**src/rtl/seq_pkg.sv**
```systemverilog
// Shared constants and helpers for the input conditioning stage.
// Holds the default qualification length and the counter width helper.
package seq_pkg;

    localparam int DEFAULT_STABLE_CYCLES = 4;

    // ceil(log2(n)), but never narrower than one bit
    function automatic int clog2_min1(input int n);
        int w;
        w = 0;
        for (int v = n - 1; v > 0; v = v >> 1) begin
            w++;
        end
        return (w < 1) ? 1 : w;
    endfunction

endpackage

```
**src/rtl/sync_ff.sv**
```systemverilog
// N-stage single-bit flop synchronizer, all stages reset to 0.
// STAGES must be 2 or more; the last stage is the only safe output.
import seq_pkg::*;

module sync_ff #(
    parameter int STAGES = 2
) (
    input  logic clk,
    input  logic rst,
    input  logic d,
    output logic q
);

    logic [STAGES-1:0] r_sync;

    // shift the raw input through the metastability chain
    always_ff @(posedge clk) begin
        if (rst) begin
            r_sync <= '0;
        end else begin
            r_sync <= {r_sync[STAGES-2:0], d};
        end
    end

    assign q = r_sync[STAGES-1];

endmodule

```
**src/rtl/debounce_edge.sv**
```systemverilog
// Synchronize, debounce and edge-detect one raw input bit.
// Define DEBOUNCE_SYNC3_EN for a three-stage synchronizer.
import seq_pkg::*;

module debounce_edge #(
    parameter int STABLE_CYCLES = DEFAULT_STABLE_CYCLES
) (
    input  logic clk,
    input  logic rst,
    input  logic din,
    output logic q,
    output logic rise,
    output logic fall,
    output logic busy
);

    localparam int CNT_W = clog2_min1(STABLE_CYCLES);
    localparam logic [CNT_W-1:0] CNT_LAST = CNT_W'(STABLE_CYCLES - 1);

`ifdef DEBOUNCE_SYNC3_EN
    localparam int SYNC_STAGES = 3;
`else
    localparam int SYNC_STAGES = 2;
`endif

    logic             w_sync;
    logic [CNT_W-1:0] r_cnt;
    logic             r_q;
    logic             r_rise;
    logic             r_fall;

    sync_ff #(
        .STAGES (SYNC_STAGES)
    ) u_sync (
        .clk (clk),
        .rst (rst),
        .d   (din),
        .q   (w_sync)
    );

    // qualify a level change for STABLE_CYCLES clocks, then commit and pulse
    always_ff @(posedge clk) begin
        if (rst) begin
            r_cnt  <= '0;
            r_q    <= 1'b0;
            r_rise <= 1'b0;
            r_fall <= 1'b0;
        end else begin
            r_rise <= 1'b0;
            r_fall <= 1'b0;
            if (w_sync == r_q) begin
                r_cnt <= '0;
            end else if (r_cnt < CNT_LAST) begin
                r_cnt <= r_cnt + 1'b1;
            end else begin
                r_q    <= w_sync;
                r_cnt  <= '0;
                r_rise <= w_sync;
                r_fall <= ~w_sync;
            end
        end
    end

    assign q    = r_q;
    assign rise = r_rise;
    assign fall = r_fall;
    assign busy = (w_sync != r_q);

endmodule

```
**config.mk**
```make
export PLATFORM = sky130hd
export DESIGN_NAME = debounce_edge
export DESIGN_NICKNAME = d
export VERILOG_FILES = /design/src/rtl/seq_pkg.sv /design/src/rtl/sync_ff.sv /design/src/rtl/debounce_edge.sv
export SDC_FILE = /design/constraint.sdc
export NUM_CORES = 1
export LEC_CHECK = 0
export CORE_AREA = 2 2 39 41
export CTS_BUF_LIST = sky130_fd_sc_hd__clkbuf_8
export DETAILED_ROUTE_END_ITERATION = 6
export DIE_AREA = 0 0 41 43
export PLACE_DENSITY = 0.48
export RECOVER_POWER = 25
export SYNTH_ARGS = -nofsm -noshare
export SYNTH_HDL_FRONTEND = slang
export SYNTH_SLANG_ARGS = --single-unit
```
**constraint.sdc**
```tcl
create_clock -name clk -period 0.82 [get_ports clk]
set_clock_uncertainty 0.05 [all_clocks]
set_input_delay 0.123 -clock clk [delete_from_list [all_inputs] [get_ports clk]]
set_output_delay 0.123 -clock clk [all_outputs]
set_load 0.01 [all_outputs]
```
==> results.rst <==
.. list-table::
   :header-rows: 1

   * - Metric
     - Value
   * - Status
     - complete, but fails checks
   * - Violated checks
     - setup timing
   * - Gate count of the mapped netlist
     - 18
   * - Unrepaired setup endpoints after global routing
     - true
   * - Yosys top cell area share
     - 61.2%
   * - Combined area of all synthesized cells
     - 229 µm²
   * - Depth of the most critical reg-to-reg path
     - 3
   * - Drt via density
     - 3.68
   * - Post-synthesis sequential area ratio
     - 61.2%
   * - Global router's overall resource usage
     - 7.86%
   * - Number of antenna violations at the first check in global routing
     - 0
   * - Maximum resistive drop on vdd
     - 0.000732 V
   * - Worst EP required
     - 0.65 ns
   * - Count of pins on the block boundary
     - 7
   * - Clock tree from TritonCTS
     - built
   * - Critical register-to-register path startpoint
     - u_sync.r_sync[1]$_SDFF_PP0_
   * - Worst min-delay path startpoint
     - rst
   * - Class of the tightest hold or removal check
     - primary input to flip-flop
   * - Transition time at the pin with the least slew margin
     - 0.201 ns
   * - Growth of design area from synthesis to finish
     - 97.3%
   * - Max capacitance violation total
     - 0
   * - Num rows
     - 14
   * - Routed wirelength normalized by instance count
     - 9.56 µm
   * - Routed WL
     - 478 µm
   * - Clock Sink Count
     - 7
   * - Yosys warnings
     - 0
   * - Post-placement cell area
     - 377 µm²
   * - Cells taking the most area after synthesis
     - dfxtp_1, and4bb_2, ha_1
   * - Endpoint of the worst register-to-register path
     - r_cnt[1]$_SDFF_PP0_
   * - Post-route clock period utilization
     - 128%
   * - Via count
     - 184
   * - Largest stage delay on the critical path
     - 0.35 ns
   * - Biggest fanout along the worst timing path
     - 2
   * - CTS Buffer Depth
     - 2
   * - ANT nets after route
     - 0
   * - Cell accounting for the most synthesized area
     - dfxtp_1
   * - Aggregate negative setup slack
     - -1.17 ns
   * - Pleak
     - 0.195 nW
   * - Number of endpoints failing setup at the final stage
     - 8
   * - Reg2Reg Setup Slack
     - -0.16 ns
   * - Share of layout cells above drive strength 1
     - 61.8%
   * - Clock buffer count from CTS
     - 3
   * - Chip width
     - 41 µm
   * - Post-route setup slack
     - -0.233 ns
   * - Final hold violation count
     - 0
   * - Hold path endpoint
     - fall$_SDFF_PP0_
   * - Root buffer cell
     - clkbuf_8
   * - #FFs+latches synth
     - 7
   * - Clk slew on worst S/H paths
     - 0.04 ns
   * - Cell variety after synth
     - 10
   * - Data arrival time of the worst path
     - 0.88 ns
   * - Slowest library cell on the worst path
     - dfxtp_4
   * - Min cycle time layout
     - 1.05 ns
   * - Total power density per cell area
     - 1930 nW/µm²
   * - Level count of the clock H-tree
     - 1
   * - Post-synth net total
     - 22
   * - First-pass GRT wire length
     - 841 µm
   * - NumNets Final
     - 39
   * - Placer Congestion
     - 0.743
   * - Sort of element at the end of the critical path
     - primary output
   * - Max Clock Freq
     - 950 MHz
   * - Final antenna diode count
     - 0
   * - Max Slew Vio Count
     - 0
   * - Maximum number of pins on one net before global-route repair
     - 6
   * - Drt pass-1 iters
     - 1
   * - Post-route worst hold slack
     - 0.267 ns
   * - Crit start category
     - flip-flop
   * - Vias in the first global route
     - 187
   * - Post-route cell area
     - 452 µm²
   * - Overall power after layout
     - 0.871 mW
   * - Overall overflow remaining after global route
     - 0
   * - Height of the die
     - 43 µm
   * - Number of buffer cells added on primary ports
     - 6
   * - Post-route DRC
     - 0
   * - Rel. slew slack
     - 86.6%
   * - Setup Crit Path Kind
     - flip-flop to primary output
   * - Post-route core utilization
     - 32.6%
   * - Die Area
     - 1760 µm²
   * - CP Cell Sequence
     - xor2_4, buf_6
   * - Starting DRC count in detailed routing
     - 0
   * - Hold path depth
     - 2
   * - Effective utilization at floorplan
     - 16.5%
   * - Clk Latency, worst-skew pair
     - 0.23 ns
   * - Mapped Avg Cell Area
     - 12.7 µm²
   * - Placeable Area
     - 1380 µm²
cells in the mapped netlist:
| master | n |
|---|---|
| dfxtp_1 | 7 |
| nor2_1 | 2 |
| nor2b_1 | 2 |
| and3_1 | 1 |
| and3b_1 | 1 |
| and4bb_2 | 1 |
| ha_1 | 1 |
| mux2i_1 | 1 |
| nor4bb_1 | 1 |
| xor2_1 | 1 |
critical path: cells and delay by family, from the launching register on:
kind | cells | cell delay (ns)
buf+inv | 1 | 0.12
xor+xnor | 1 | 0.18
flops | 1 | 0.35
kinds of logic (layout without fill, tap and decap cells):
family                   Yosys count  after routing  share of synthesized area, %
XOR/XNOR                           1              1                          3.83
buffers and inverters              0             16                             0
flip-flops                         7              7                          61.2
multiplexers                       1              1                          4.37
AND/OR/NAND/NOR                    8              8                          25.1
adder cells (fa/ha/maj)            1              1                          5.46
worst max path at each step:
stage / slack, ns / end / from
6_report: -0.23 / busy / u_sync.r_sync[1]$_SDFF_PP0_
5_1_grt: -0.26 / busy / u_sync.r_sync[1]$_SDFF_PP0_
4_1_cts: -0.24 / busy / q$_SDFFE_PP0P_
3_5_place_dp: -0.41 / busy / u_sync.r_sync[1]$_SDFF_PP0_
3_3_place_gp: -0.40 / busy / u_sync.r_sync[1]$_SDFF_PP0_
2_1_floorplan: -0.03 / q$_SDFFE_PP0P_ / r_cnt[1]$_SDFF_PP0_
per-layer routing:
metal | vias to the layer above | share of wire, % | wire [µm] | GRT usage (%)
li1 | 92 | - | - | -
met1 | 83 | 44 | 211 | 9.77
met2 | 7 | 46 | 220 | 9.38
met3 | 2 | 7.9 | 38 | 4.71
met4 | 0 | 1.7 | 8 | 6.00
met5 | - | 0 | 0 | 0
registers in the layout, summed over array words and instances (netlist names):
| signal | flops |
|---|---|
| r_cnt | 2 |
| u_sync.r_sync | 2 |
| fall | 1 |
| q | 1 |
| rise | 1 |
cell type report:
class                   instances  area [µm²]
fillers                       139         932
well taps                      16        20.0
flip-flops and latches          7         150
clock inverters                 1        5.00
clock buffers                   3        41.3
multi-input cells              11         135
repair buffers                 12         100
cell usage in the layout (no fill, tap or decap), types with 2 or more instances in the layout:
cell type,count
buf_6,4
clkbuf_8,3
dfxtp_1,3
buf_4,3
nor2_1,2
nor2b_1,2
buf_2,2
dfxtp_4,2
dfxtp_2,2
stage by stage:
step	instances	setup WS (ns)
floorplan	18	-0.0302
global placement	44	-0.397
detailed placement	44	-0.410
CTS	49	-0.241
global route	50	-0.259
finish	50	-0.233
repair_timing:
item,in CTS,in global routing
setup buffers,1,2
endpoints found under the hold margin,0,0
endpoints found under the setup margin,9,9
pin swaps,0,1
hold buffers,0,0
resized for setup,25,1
report_power, final:
group,internal [mW],switching [mW]
Combinational,0.0268,0.0162
Sequential,0.343,0.00501
Clock,0.329,0.151
(Power assumes the default switching activity.)
